[config.mk]
export PLATFORM = sky130hd
export DESIGN_NAME = sccb_master
export DESIGN_NICKNAME = d
export VERILOG_FILES = /design/src/rtl/sccb_master.sv
export SDC_FILE = /design/constraint.sdc
export NUM_CORES = 1
export LEC_CHECK = 0
export ABC_AREA = 0
export BUFFER_PORTS_ARGS = -buffer_cell sky130_fd_sc_hd__buf_4
export CAP_MARGIN = 20
export CORE_ASPECT_RATIO = 1.5
export CORE_UTILIZATION = 64
export CTS_BUF_LIST = sky130_fd_sc_hd__clkbuf_8
export DETAILED_ROUTE_END_ITERATION = 16
export PLACE_DENSITY_LB_ADDON = 0.1
export SLEW_MARGIN = 5
export SYNTH_ARGS = -nofsm -noshare
export SYNTH_HDL_FRONTEND = slang
export SYNTH_SLANG_ARGS = --single-unit
[constraint.sdc]
create_clock -name clk -period 8.56 [get_ports clk]
set_clock_uncertainty 0.1 [all_clocks]
set_input_delay 0.428 -clock clk [delete_from_list [all_inputs] [get_ports clk]]
set_output_delay 0.428 -clock clk [all_outputs]
set_load 0.02 [all_outputs]
[src/rtl/sccb_master.sv]
// sccb_master: byte-level SCCB master that turns one (ID, register, value)
// request into a 3-phase SCCB write on SIOC/SIOD.
// Optional macro SCCB_READ_EN adds rw/siod_i/rd_data and a 2-phase-write +
// 2-phase-read register read sequence.
module sccb_master #(
  parameter int unsigned CLK_DIV = 25
) (
  input  logic       clk,
  input  logic       rst,
  input  logic       start,
  input  logic [7:0] dev_id,
  input  logic [7:0] reg_addr,
  input  logic [7:0] reg_data,
`ifdef SCCB_READ_EN
  input  logic       rw,
  input  logic       siod_i,
  output logic [7:0] rd_data,
`endif
  output logic       ready,
  output logic       done,
  output logic       sioc,
  output logic       siod_o,
  output logic       siod_oe
);

  localparam int unsigned QW = 16;
  localparam int unsigned SW = 5;
  localparam int unsigned FW = 27;
  localparam logic [QW-1:0] Q_LAST  = QW'(CLK_DIV - 1);
  localparam logic [SW-1:0] LAST_WR = SW'(26);
  localparam logic [SW-1:0] LAST_RD = SW'(17);

  typedef enum logic [1:0] {IDLE, START, BITS, STOP} state_t;

  state_t        state, state_n;
  logic [QW-1:0] qcnt, qcnt_n;
  logic [1:0]    qph, qph_n;
  logic [SW-1:0] slot, slot_n, last_slot;
  logic [FW-1:0] frame, frame_n;
  logic          rd_q, rd_n;
  logic          seg_q, seg_n;
  logic          tick;
  logic          ready_d, done_d, sioc_d, siod_d, oe_d;
`ifdef SCCB_READ_EN
  logic [7:0]    rd_sh, rd_sh_n;
`endif

  // End of the current quarter-period
  assign tick      = (qcnt == Q_LAST);
  // Read transactions carry two 18-slot segments instead of one 27-slot frame
  assign last_slot = rd_q ? LAST_RD : LAST_WR;

  // State, counters and registered outputs
  always_ff @(posedge clk) begin
    if (rst) begin
      state   <= IDLE;
      qcnt    <= '0;
      qph     <= '0;
      slot    <= '0;
      frame   <= '0;
      rd_q    <= 1'b0;
      seg_q   <= 1'b0;
      ready   <= 1'b1;
      done    <= 1'b0;
      sioc    <= 1'b1;
      siod_o  <= 1'b1;
      siod_oe <= 1'b1;
`ifdef SCCB_READ_EN
      rd_sh   <= '0;
      rd_data <= '0;
`endif
    end else begin
      state   <= state_n;
      qcnt    <= qcnt_n;
      qph     <= qph_n;
      slot    <= slot_n;
      frame   <= frame_n;
      rd_q    <= rd_n;
      seg_q   <= seg_n;
      ready   <= ready_d;
      done    <= done_d;
      sioc    <= sioc_d;
      siod_o  <= siod_d;
      siod_oe <= oe_d;
`ifdef SCCB_READ_EN
      rd_sh   <= rd_sh_n;
      if (done_d) rd_data <= rd_sh_n;
`endif
    end
  end

  // Next state: quarter/phase/slot sequencing and frame capture
  always_comb begin
    state_n = state;
    qcnt_n  = qcnt;
    qph_n   = qph;
    slot_n  = slot;
    frame_n = frame;
    rd_n    = rd_q;
    seg_n   = seg_q;
`ifdef SCCB_READ_EN
    rd_sh_n = rd_sh;
`endif
    if (state != IDLE) qcnt_n = tick ? '0 : qcnt + QW'(1);
    case (state)
      IDLE: begin
        if (start && ready) begin
          state_n = START;
          qcnt_n  = '0;
          qph_n   = '0;
          slot_n  = '0;
          seg_n   = 1'b0;
          // Don't-care slots are stored as 1 so a released line reads idle-high
          frame_n = {dev_id & 8'hFE, 1'b1, reg_addr, 1'b1, reg_data, 1'b1};
`ifdef SCCB_READ_EN
          rd_n    = rw;
`else
          rd_n    = 1'b0;
`endif
        end
      end
      START: begin
        if (tick) begin
          if (qph == 2'd2) begin
            state_n = BITS;
            qph_n   = '0;
            slot_n  = '0;
          end else begin
            qph_n = qph + 2'd1;
          end
        end
      end
      BITS: begin
        if (tick) begin
`ifdef SCCB_READ_EN
          if (seg_q && (qph == 2'd2) && (slot >= SW'(9)) && (slot <= SW'(16)))
            rd_sh_n = {rd_sh[6:0], siod_i};
`endif
          if (qph == 2'd3) begin
            qph_n = '0;
            if (slot == last_slot) begin
              state_n = STOP;
              slot_n  = '0;
            end else begin
              slot_n = slot + SW'(1);
            end
          end else begin
            qph_n = qph + 2'd1;
          end
        end
      end
      STOP: begin
        if (tick) begin
          if (qph == 2'd2) begin
            qph_n = '0;
            if (rd_q && !seg_q) begin
              // Second segment: ID|1, ack slot, 8 read slots, NA slot
              state_n = START;
              seg_n   = 1'b1;
              frame_n = {frame[26:20], 1'b1, 1'b1, 8'hFF, 1'b1, 9'h1FF};
            end else begin
              state_n = IDLE;
            end
          end else begin
            qph_n = qph + 2'd1;
          end
        end
      end
      default: state_n = IDLE;
    endcase
  end

  // Output decode from the next state so the pins register in step with it
  always_comb begin
    sioc_d  = 1'b1;
    siod_d  = 1'b1;
    oe_d    = 1'b1;
    ready_d = (state_n == IDLE);
    done_d  = (state_n == STOP) && (qph_n == 2'd2) && (qcnt_n == Q_LAST) &&
              !(rd_n && !seg_n);
    case (state_n)
      START: begin
        siod_d = 1'b0;
        sioc_d = (qph_n != 2'd2);
      end
      BITS: begin
        sioc_d = qph_n[1];
        siod_d = frame_n[SW'(26) - slot_n];
        if (seg_n)
          oe_d = !((slot_n >= SW'(8)) && (slot_n <= SW'(16)));
        else
          oe_d = !((slot_n == SW'(8)) || (slot_n == SW'(17)) || (slot_n == SW'(26)));
      end
      STOP: begin
        sioc_d = (qph_n != 2'd0);
        siod_d = (qph_n == 2'd2);
      end
      default: ;
    endcase
  end

endmodule

# Word-level counts from Yosys, hierarchy flattened
# Cells that the tools add are included.
# classes
bitwise	1
mux	45
add_sub_neg	4
eq_ne	16
magnitude_cmp	3
reduce_logical	20
# op_table
cell	count
$mux 16	4
$mux 20	3
$pmux 27 s2	1
$eq 16x5->1 const B	2
$mux 5	6
$mux 27	1
$mux 2	13
$add 16x1->16 const B	1
$pmux 5 s3	1
$eq 2x2->1 const B	7
$eq 5x5->1 const B	2
$mux 1	9
$pmux 2 s4	1
$logic_and 1x1->1	7
$lt 5x6->1 const B	1
$pmux 1 s3	2
$pmux 2 s3	1
$add 5x1->5 const B	1
$bmux 1 s5	1
$eq 5x4->1 const B	1
$eq 5x5->1	1
$ge 5x4->1 const B	1
$le 5x5->1 const B	1
$logic_not 1->1	5
11 further kinds	16
# word_totals
elab_cells	101
input_bits	27
ff_bits	59
out_inout_bits	5

# Longest topological paths before layout
# Gate-level depths: netlist of run 1.
# logic_depth
ltp_word	11
ltp_mapped	15
depth_no_buf	14

# Worst setup path before layout of run 1
# OpenSTA, ideal clock, no wires.
# synth_path
kind	register to register
from	register state[0]
to	register siod_o
required_time_ps	8334
period_less_slack_ps	3315
path_buffers	1
arrival_ps	3089
setup_ps	126
slack_ps	5245
path_stages_with_launch	15
path_cell_list	dfxtp_1 inv_1 ha_1 a21boi_0 or2_2 a21oi_1 o2bb2ai_2 buf_6 inv_1 ha_1 clkinv_1 a221o_1 and4_4 a311oi_1 a21oi_1
# synth_between
elab_chain_cells	6
word_cells_on_any_way	25
classes_between	add/sub (1); eq/ne (7); mux (15); reduce/logical (2)
# synth_rtl
item	line	rtl
from (decl)	35	state_t state, state_n;
from (signal assigned)	73	state <= state_n;
$eq 2x2->1 (tied with other cells)	105	case (state)
$pmux 5 s3 (*)	105	
via slot_n[0]	38	logic [SW-1:0] slot, slot_n, last_slot;
$sub 5x5->5 (*)	188	siod_d = frame_n[SW'(26) - slot_n];
$bmux 1 s5 (*)	188	
$mux 1 (not written as such) (*)	188	
$pmux 1 s3 (*)	181	case (state_n)
to (signal assigned)	83	siod_o <= siod_d;
to (decl)	22	output logic siod_o,
# Mark *: on every way through the listed nets, which the timed path passes. The rest lies on a longest branch. The select of a mux whose other input is x is not followed.
# A chain may end at the register's enable or synchronous reset.

# Worst setup path in the final report of run 1
# Same ends and word-level chain as after synthesis.

==> summary.txt, run 1 <==
Clock network
  – Clock latency on the worst-skew pair: 350 ps
  – Root Buffer: clkbuf_8
  – H-Tree Depth: 3
  – Post-CTS Setup Bufs: 0
  – Max clock buf depth: 2
  – CTS tree: yes
  – CTS clk-pin slew, worst paths: 70 ps
  – Sink Count: 59
  – Hold-fix buffers, CTS: 0
  – CTS Buf Count: 9
  – Post-CTS sizing: 0

Placement
  – Detail Placement HPWL: 6.192 mm
  – Setup WS pre-CTS: 4470 ps
  – Cells after DPL: 503
  – RePlAce Congestion: 0.9597
  – PortBufs: 30

Timing
  – RSZ-0062 raised after global routing: false
  – Slew headroom: 32.95%
  – Setup violators final: 0
  – Final Hold Viols: 0
  – Setup TNS: 0 ps
  – Final min period: 4188 ps
  – Fin crit share: 48.92%
  – Worst setup margin: 4372 ps
  – Worst-Margin Slew: 991.8 ps
  – Fmax achieved: 238.8 MHz
  – Pins Over Slew Limit: 0

Drt
  – Initial DRC count: 263
  – Antenna Nets Post-Route: 0
  – Via count: 3323
  – Routed WL: 8.765 mm
  – Total iterations of the first detailed-routing run: 6
  – Drt drc: 0
  – Vias/cell: 6.403
  – DR WL/cell: 16.89 um

Synthesis
  – Ys async rst share: 0%
  – Syn_area_per_cell: 8.245 um^2
  – Yosys warnings: 0
  – Syn Inst Count: 429
  – Synth unique cells: 70
  – Cell Area, Synth: 0.003537 mm^2
  – Most common flop cell mapped by yosys: dfxtp_1
  – Area leader, netlist: dfxtp_1
  – Number of enable flip-flop cells after synthesis: 0
  – Register area share after synthesis: 33.39%
  – Top cells by area, synth: dfxtp_1, nor2_1, a22oi_1, ha_1, a21oi_1
  – Synth top area share: 33.39%
  – FF+latch count, synth: 59
  – Syn_nets: 471

Final layout
  – Most frequent cells in the layout: nor2_1, dfxtp_1, a21oi_1
  – Register area: 0.001181 mm^2
  – Layout area overhead: 10.22%
  – Non-Filler Instances: 519
  – Most common cell after layout, fill and taps aside: nor2_1
  – Share of cells above drive strength 1: 16.85%
  – Antenna cells: 0
  – Footprint of the multi-input gates: 0.002155 mm^2
  – Fill cell count: 417
  – Total Nets Final: 488

Power and ir drop
  – Static leakage: 1.565 nW
  – Part of the power in combinational logic: 21.0%
  – Sw frac: 31.73%
  – Sw Pwr: 0.2079 mW
  – Max IR drop VDD: 0.1533 mV
  – Sequential share of power: 45.3%
  – Int Power: 0.4474 mW
  – Clock share of power: 33.6%
  – Power per cell area: 168.1 mW/mm^2

Die
  – Standard-cell rows: 32
  – Initial Util: 67.44%
  – Core area: 0.005245 mm^2
  – Die H: 93.05 um
  – Die area: 0.005834 mm^2
  – Die X: 62.70 um
  – # IOs: 32

Critical path
  – CP endpoint kind: flop
  – Critical path, cell by cell: inv_1, ha_1, a21boi_0, or2_2, a21oi_1, o2bb2ai_2, inv_1, ha_1, clkinv_1, mux4_2, nor3b_1, nor4_1, nor4_1, a21oi_1
  – Critical Path RT: 8730 ps
  – Startpoint types: flop
  – Worst-path maximum fanout: 15
  – Worst path slowest cell: o2bb2ai_2
  – Critical path data arrival time: 4360 ps
  – CP top delay family: compound AO/OA/AOI/OAI gates
  – CP peak stage delay: 480 ps
  – CP bufs+invs: 3
  – Critical path class: flop to flop

Worst hold path
  – Hold Path Class: input pin to flop

Global route
  – All-layer global routing usage: 32.14%
  – Initial antenna violation count: 0
  – First-pass GRT wire length: 14.61 mm
  – Pin count of the biggest net entering global routing: 59
  – Vias in the first global route: 3258
  – Congestion Overflow GR: 0

Run status
  – Outcome: finished, final reports clean

Job
  – Max-Cap Viols: 0
## per-stage QoR
stage	hold slack [ps]	total power, mW	instance area, um^2	util (%)
finish	250.5	0.6554	3899	74.33
global route	259.5	0.6864	3899	74.33
CTS	247.2	0.6566	3899	74.33
detailed placement	358.7	0.4376	3729	71.09
global placement	344.5	0.4341	3729	71.09
floorplan	335.3	0.3988	3537	-
## layout make-up
cell class	instances	area share [%]
inverters	16	1.540
multi-input cells	327	55.26
flip-flops and latches	59	30.30
well taps	68	2.182
clock inverters	7	1.187
clock buffers	9	3.177
repair buffers	33	6.354
## worst min-delay path, cell delays in order
cell and delay (ps):
buf_4 80, a22oi_1 80, nor2_1 80
## path summary, 6_finish.rpt
kind,startpoint,to,slack (ps),depth (start not counted)
setup reg to reg,state[0]$_SDFF_PP0_,siod_o$_SDFF_PP1_,4370,14
hold / removal,dev_id[1],frame[20]$_SDFF_PP0_,250,3
setup / recovery,state[0]$_SDFF_PP0_,siod_o$_SDFF_PP1_,4370,14
hold reg to reg,frame[20]$_SDFF_PP0_,frame[20]$_SDFF_PP0_,390,2
## synth_stat cells (all sizes together), types with 2 or more instances
cell type / count
a21o: 2
nand4b: 2
and4bb: 2
and2: 3
inv: 15
nor4: 8
buf: 6
nor2: 67
nand4bb: 2
or2: 6
o21ai: 23
nand3: 15
and4: 2
nor4b: 7
mux2i: 3
a21boi: 2
nor2b: 5
nor3: 3
xor2: 3
o22ai: 6
and3: 15
a31oi: 5
ha: 15
nand2: 24
a21oi: 37
a211oi: 3
a22oi: 26
o211ai: 4
nand2b: 3
clkbuf: 21
nor3b: 2
nand4: 5
mux4: 5
xnor2: 3
dfxtp: 59
or3: 3
## cells by family (layout without fill, tap and decap cells)
kind of cell | after synthesis | after routing | share of synthesized area [%]
buffers and inverters | 43 | 65 | 5.695
xor gates and xnor gates | 6 | 6 | 1.486
and+or+nand+nor | 177 | 177 | 27.80
DFF | 59 | 59 | 33.39
AOI/OAI and AO/OA | 120 | 120 | 21.86
adders and majority gates | 15 | 15 | 5.306
muxes | 9 | 9 | 4.457
## power groups by stage
stage | sequential [mW] | clock [mW] | combinational [mW]
after floorplan | 0.304 | 0 | 0.0952
after global placement | 0.302 | 0 | 0.132
after detailed placement | 0.303 | 0 | 0.135
after CTS | 0.297 | 0.223 | 0.137
after global routing | 0.298 | 0.236 | 0.152
final | 0.297 | 0.220 | 0.138
## registers in the layout, indices dropped and copies added, names as in the netlist
name / count
qph: 2
slot: 5
siod_oe: 1
rd_q: 1
done: 1
sioc: 1
qcnt: 16
ready: 1
state: 2
frame: 27
seg_q: 1
siod_o: 1
## per-layer routing
| layer | vias to the layer above | track usage, % | part of all wire, % |
|---|---|---|---|
| met5 | - | 0 | 0 |
| met4 | 0 | 23.26 | 5.4 |
| met3 | 38 | 6.585 | 3.5 |
| met2 | 112 | 56.16 | 52 |
| met1 | 1571 | 33.95 | 39 |
| li1 | 1602 | - | - |
No activity file was read; power rests on OpenSTA's default activity.
==> inputs of run 2 (changes only) <==
--- a/config.mk
+++ b/config.mk
@@ -9,7 +9,7 @@
 export BUFFER_PORTS_ARGS = -buffer_cell sky130_fd_sc_hd__buf_4
 export CAP_MARGIN = 20
 export CORE_ASPECT_RATIO = 1.5
-export CORE_UTILIZATION = 64
+export CORE_UTILIZATION = 62
 export CTS_BUF_LIST = sky130_fd_sc_hd__clkbuf_8
 export DETAILED_ROUTE_END_ITERATION = 16
 export PLACE_DENSITY_LB_ADDON = 0.1
==> constraint.sdc (replaced) <==
create_clock -name clk -period 4.15 [get_ports clk]
set_clock_uncertainty 0.1 [all_clocks]
set_input_delay 0.2075 -clock clk [delete_from_list [all_inputs] [get_ports clk]]
set_output_delay 0.2075 -clock clk [all_outputs]
set_load 0.02 [all_outputs]
==> summary.txt, run 2 (synthesis gave the netlist of run 1 again) <==
Die
  – # IOs: 32 (unchanged)
  – Core area: 0.005492 mm^2 (+4.7%)
  – Die area: 0.006017 mm^2 (+3.1%)
  – Standard-cell rows: 33 (+3.1%)
  – Initial Util: 64.41% (-3.0 points)
  – Die H: 94.51 um (+1.6%)
  – Die X: 63.67 um (+1.5%)

Clock network
  – Clock latency on the worst-skew pair: 350 ps (about the same)
  – Root Buffer: clkbuf_8
  – CTS Buf Count: 9 (unchanged)
  – Post-CTS sizing: 0 (unchanged)
  – Hold-fix buffers, CTS: 0 (unchanged)
  – CTS clk-pin slew, worst paths: 70 ps (about the same)
  – Sink Count: 59 (unchanged)
  – CTS tree: yes
  – Max clock buf depth: 2 (unchanged)
  – Post-CTS Setup Bufs: 0 (unchanged)
  – H-Tree Depth: 3 (unchanged)

Placement
  – PortBufs: 30 (unchanged)
  – Cells after DPL: 510 (+1.4%)
  – Dpl cell area: 0.003769 mm^2 (+1.1%)
  – RePlAce Congestion: 0.9391 (-2.1%)
  – Setup WS pre-CTS: 531.3 ps (-3939 ps)
  – Detail Placement HPWL: 6.443 mm (+4.1%)

Critical path
  – Critical path data arrival time: 3870 ps (-490 ps)
  – Startpoint types: flop
  – Critical Path RT: 4330 ps (-4400 ps)
  – Worst-path maximum fanout: 8 (-7)
  – Critical path class: flop to flop
  – CP endpoint kind: flop

Drt
  – Vias/cell: 6.378 (-0.38%)
  – Total iterations of the first detailed-routing run: 6 (unchanged)
  – Via count: 3355 (+0.96%)
  – Drt drc: 0 (unchanged)
  – Routed WL: 8.887 mm (+1.4%)
  – Initial DRC count: 275 (+4.6%)
  – Antenna Nets Post-Route: 0 (unchanged)
  – DR WL/cell: 16.90 um (about the same)

Global route
  – Vias in the first global route: 3294 (+1.1%)
  – Congestion Overflow GR: 0 (unchanged)
  – Initial antenna violation count: 0 (unchanged)
  – Pin count of the biggest net entering global routing: 59 (unchanged)
  – First-pass GRT wire length: 14.26 mm (-2.4%)
  – All-layer global routing usage: 31.26% (-0.88 points)

Final layout
  – Total Nets Final: 493 (+1.0%)
  – Share of cells above drive strength 1: 17.76% (+0.91 points)
  – Layout area overhead: 12.70%
  – Max reg flops: 27 (unchanged)
  – Reg with most FFs: frame
  – Most frequent cells in the layout: nor2_1, dfxtp_1, buf_4
  – Antenna cells: 0 (unchanged)
  – Util after Layout: 72.59% (-1.7 points)
  – Regs by FF count: frame x27, qcnt x16, slot x5
  – Fin area: 0.003986 mm^2 (+2.2%)
  – Most common cell after layout, fill and taps aside: nor2_1
  – Non-Filler Instances: 526 (+1.3%)

Power and ir drop
  – Clock share of power: 39.3% (+5.7 points)
  – Static leakage: 1.612 nW (+3.0%)
  – Max IR drop VDD: 0.2990 mV (+95%)
  – Sequential share of power: 41.5% (-3.8 points)
  – Power per cell area: 370.1 mW/mm^2 (+120%)
  – Sw Pwr: 0.4283 mW (+110%)
  – Power consumption: 1.475 mW (+130%)
  – Sw frac: 29.03% (-2.7 points)
  – Part of the power in combinational logic: 19.2% (-1.8 points)
  – Int Power: 1.047 mW (+130%)

Timing
  – Setup TNS: 0 ps (unchanged)
  – Fmax achieved: 271.1 MHz (+14%)
  – Slew headroom: 51.42% (+18 points)
  – Final Hold Viols: 0 (unchanged)
  – Final min period: 3688 ps (-499.6 ps)
  – Pins Over Slew Limit: 0 (unchanged)
  – Worst-Margin Slew: 728.6 ps (-263.1 ps)
  – Setup violators final: 0 (unchanged)
  – Worst setup margin: 461.8 ps (-3910 ps)
  – Fin Hold WS: 29.33 ps (-221.2 ps)
  – Fin crit share: 88.87% (+40 points)
  – RSZ-0062 raised after global routing: false

Worst hold path
  – Hold Path Class: input pin to flop

Run status
  – Outcome: finished, final reports clean

Job
  – Max-Cap Viols: 0 (unchanged)
==> run 2: layer usage <==
layer	wire length (um)	GRT usage [%]	part of all wire (%)
met3	339	4.831	3.8
met4	556	30.87	6.3
met5	0	0	0
met1	3226	29.72	36
met2	4764	55.76	54
==> run 2: path summary, 6_finish.rpt <==
kind | from | endpoint | slack [ps] | cells past startpoint
worst max-delay path | qph[0]$_SDFF_PP0_ | siod_o$_SDFF_PP1_ | 460 | 12
worst min-delay path | dev_id[2] | frame[21]$_SDFF_PP0_ | 30 | 3
worst max register to register | qph[0]$_SDFF_PP0_ | siod_o$_SDFF_PP1_ | 460 | 12
worst min register to register | frame[19]$_SDFF_PP0_ | frame[19]$_SDFF_PP0_ | 380 | 2
==> run 2: power groups by stage <==
stage / Combinational (mW) / Clock (mW) / Sequential [mW]
2_1_floorplan: 0.196 / 0 / 0.626
3_3_place_gp: 0.272 / 0 / 0.623
3_5_place_dp: 0.278 / 0 / 0.625
4_1_cts: 0.280 / 0.587 / 0.612
5_1_grt: 0.309 / 0.609 / 0.616
6_report: 0.283 / 0.580 / 0.612
==> run 2: cell type report <==
class                   instances  area (um^2)
fillers                       433         1505
well taps                      70        87.58
clock inverters                 7        93.84
repair buffers                 38        285.3
inverters                      16        60.06
clock buffers                   9        123.9
multi-input cells             327         2155
flip-flops and latches         59         1181
==> run 2: worst max-delay path: stages (launching register included) <==
cell	delay, ps
dfxtp_1	400
ha_1	370
nor4b_1	260
nand4_1	220
nor4b_1	450
a211oi_2	100
ha_1	320
clkinv_1	250
mux4_2	380
nor3b_1	150
nor4_1	360
nor4_1	80
a21oi_1	160
==> inputs of run 3 (changes only) <==
--- a/config.mk
+++ b/config.mk
@@ -9,10 +9,11 @@
 export BUFFER_PORTS_ARGS = -buffer_cell sky130_fd_sc_hd__buf_4
 export CAP_MARGIN = 20
 export CORE_ASPECT_RATIO = 1.5
-export CORE_UTILIZATION = 62
+export CORE_UTILIZATION = 35
 export CTS_BUF_LIST = sky130_fd_sc_hd__clkbuf_8
 export DETAILED_ROUTE_END_ITERATION = 16
-export PLACE_DENSITY_LB_ADDON = 0.1
+export PLACE_DENSITY_LB_ADDON = 0.25
+export SKIP_CTS_REPAIR_TIMING = 1
 export SLEW_MARGIN = 5
 export SYNTH_ARGS = -nofsm -noshare
 export SYNTH_HDL_FRONTEND = slang
==> summary.txt, run 3 (synthesis gave the netlist of run 1 again) <==
Global route
  – Congestion Overflow GR: 0 (unchanged)
  – All-layer global routing usage: 18.59% (-13 points)
  – Pin count of the biggest net entering global routing: 59 (unchanged)
  – Initial antenna violation count: 0 (unchanged)
  – First-pass GRT wire length: 15.47 mm (+8.5%)
  – Vias in the first global route: 3262 (-0.97%)

Final layout
  – Share of cells above drive strength 1: 17.76% (unchanged)
  – Layout area overhead: 12.95%
  – Most frequent cells in the layout: nor2_1, dfxtp_1, buf_4
  – Antenna cells: 0 (unchanged)
  – Register area: 0.001181 mm^2 (unchanged)
  – Total Nets Final: 493 (unchanged)
  – Reg with most FFs: frame
  – Footprint of the multi-input gates: 0.002155 mm^2 (unchanged)
  – Max reg flops: 27 (unchanged)
  – Regs by FF count: frame x27, qcnt x16, slot x5
  – Most common cell after layout, fill and taps aside: nor2_1
  – Fill cell count: 985 (+130%)

Critical path
  – Critical R2R Capture: siod_o$_SDFF_PP1_
  – CP endpoint kind: flop
  – Critical path class: flop to flop
  – R2R Setup Slk: 460 ps (about the same)
  – Critical Path RT: 4350 ps (+20 ps)
  – Startpoint types: flop
  – Reg2reg start: qph[0]$_SDFF_PP0_
  – Worst reg2reg path depth: 12 (unchanged)
  – Critical path data arrival time: 3890 ps (+20 ps)
  – CP startpoint: qph[0]$_SDFF_PP0_
  – Worst-path maximum fanout: 8 (unchanged)
  – Crit path capture: siod_o$_SDFF_PP1_

Die
  – Die X: 84.08 um (+32%)
  – Core area: 0.009744 mm^2 (+77%)
  – Standard-cell rows: 44 (+33%)
  – # IOs: 32 (unchanged)
  – Initial Util: 36.30% (-28 points)
  – Die H: 125.1 um (+32%)
  – Die area: 0.01052 mm^2 (+75%)

Power and ir drop
  – Static leakage: 1.588 nW (-1.5%)
  – Part of the power in combinational logic: 21.0% (+1.8 points)
  – Sw frac: 32.28% (+3.2 points)
  – Sw Pwr: 0.4418 mW (+3.2%)
  – Power per cell area: 342.6 mW/mm^2 (-7.4%)
  – Max IR drop VDD: 0.2886 mV (-3.5%)
  – Sequential share of power: 44.8% (+3.3 points)
  – Int Power: 0.9268 mW (-11%)
  – Clock share of power: 34.3% (-5.0 points)

Drt
  – Initial DRC count: 201 (-27%)
  – Drt drc: 2 (+2)
  – DR WL/cell: 16.02 um (-5.2%)
  – Routed WL: 9.148 mm (+2.9%)
  – Via count: 3267 (-2.6%)
  – Antenna Nets Post-Route: 0 (unchanged)
  – Vias/cell: 5.722 (-10%)
  – Total iterations of the first detailed-routing run: 11 (+5)

Timing
  – Worst-Margin Slew: 782.4 ps (+53.80 ps)
  – Slew headroom: 47.65% (-3.8 points)
  – Setup TNS: 0 ps (unchanged)
  – Pins Over Slew Limit: 0 (unchanged)
  – Fin crit share: 88.99% (+0.11 points)
  – RSZ-0062 raised after global routing: false
  – Fmax achieved: 270.8 MHz (-0.13%)
  – Final Hold Viols: 0 (unchanged)
  – Setup violators final: 0 (unchanged)
  – Final min period: 3693 ps (+4.757 ps)
  – Worst setup margin: 457.1 ps (-4.757 ps)

Worst hold path
  – Hold Path Class: input pin to flop
  – Hold Path Origin: dev_id[5]

Clock network
  – Max clock buf depth: 2 (unchanged)
  – CTS tree: yes
  – H-Tree Depth: 3 (unchanged)
  – Clock latency on the worst-skew pair: 360 ps (about the same)
  – CTS Buf Count: 9 (unchanged)
  – Root Buffer: clkbuf_8
  – Sink Count: 59 (unchanged)
  – CTS clk-pin slew, worst paths: 70 ps (about the same)

Run status
  – Outcome: finished with violations
  – Violated checks: DRC

Placement
  – PortBufs: 30 (unchanged)
  – RePlAce Congestion: 0.7992 (-15%)
  – Detail Placement HPWL: 6.521 mm (+1.2%)
  – Setup WS pre-CTS: 458.8 ps (-72.47 ps)

Job
  – Max-Cap Viols: 0 (unchanged)
[run 3: cell types whose count changed in the layout (fill, tap and decap cells not counted)]
cell	previous run	this run
clkinvlp_4	1	2
clkinv_2	1	2
bufinv_16	2	0
[run 3: power groups by stage]
| stage | Sequential [mW] | Clock (mW) | Combinational (mW) |
|---|---|---|---|
| 2_1_floorplan | 0.626 | 0 | 0.196 |
| 3_3_place_gp | 0.623 | 0 | 0.286 |
| 3_5_place_dp | 0.625 | 0 | 0.288 |
| 4_1_cts | 0.612 | 0.481 | 0.290 |
| 5_1_grt | 0.615 | 0.504 | 0.319 |
| 6_report | 0.613 | 0.469 | 0.287 |
[run 3: worst min path at each step]
stage                      endpoint  slack, ps  depth (start not counted)
2_1_floorplan    qcnt[4]$_SDFF_PP0_        190                          1
3_3_place_gp   frame[19]$_SDFF_PP0_        350                          2
3_5_place_dp   frame[19]$_SDFF_PP0_        360                          2
4_1_cts        frame[24]$_SDFF_PP0_          8                          3
5_1_grt        frame[25]$_SDFF_PP0_         40                          3
6_report       frame[24]$_SDFF_PP0_         20                          3
[run 3: metal layers]
layer | routed length [um] | GRT usage, % | up-vias
met3 | 337 | 2.838 | 26
li1 | - | - | 1615
met5 | 0 | 0 | -
met1 | 3820 | 20.91 | 1552
met4 | 321 | 10.65 | 0
met2 | 4668 | 33.03 | 74
[run 3: per-stage QoR]
stage	hold WS (ps)	utilization [%]	area [um^2]	cells	power, mW
6_report	18.86	41.00	3995	571	1.369
3_3_place_gp	345.2	39.25	3825	555	0.9095
3_5_place_dp	356.9	39.25	3825	555	0.9124
5_1_grt	38.95	41.00	3995	571	1.439
2_1_floorplan	188.4	-	3537	429	0.8225
4_1_cts	8.289	41.00	3995	571	1.383
[run 3: worst max-delay path, stage by stage (launching register included)]
cell	delay, ps
dfxtp_1	410
ha_1	350
nor4b_1	260
nand4_1	250
and3_1	270
a211oi_2	430
ha_1	250
clkinv_1	260
mux4_2	390
nor3b_1	160
nor4_1	270
nor4_1	80
a21oi_1	130
[run 3: cell type report]
class | instances | share of cell area [%]
clock buffers | 9 | 3.101
clock inverters | 7 | 1.159
inverters | 16 | 1.503
multi-input cells | 327 | 53.93
flip-flops and latches | 59 | 29.56
well taps | 115 | 3.602
repair buffers | 38 | 7.141
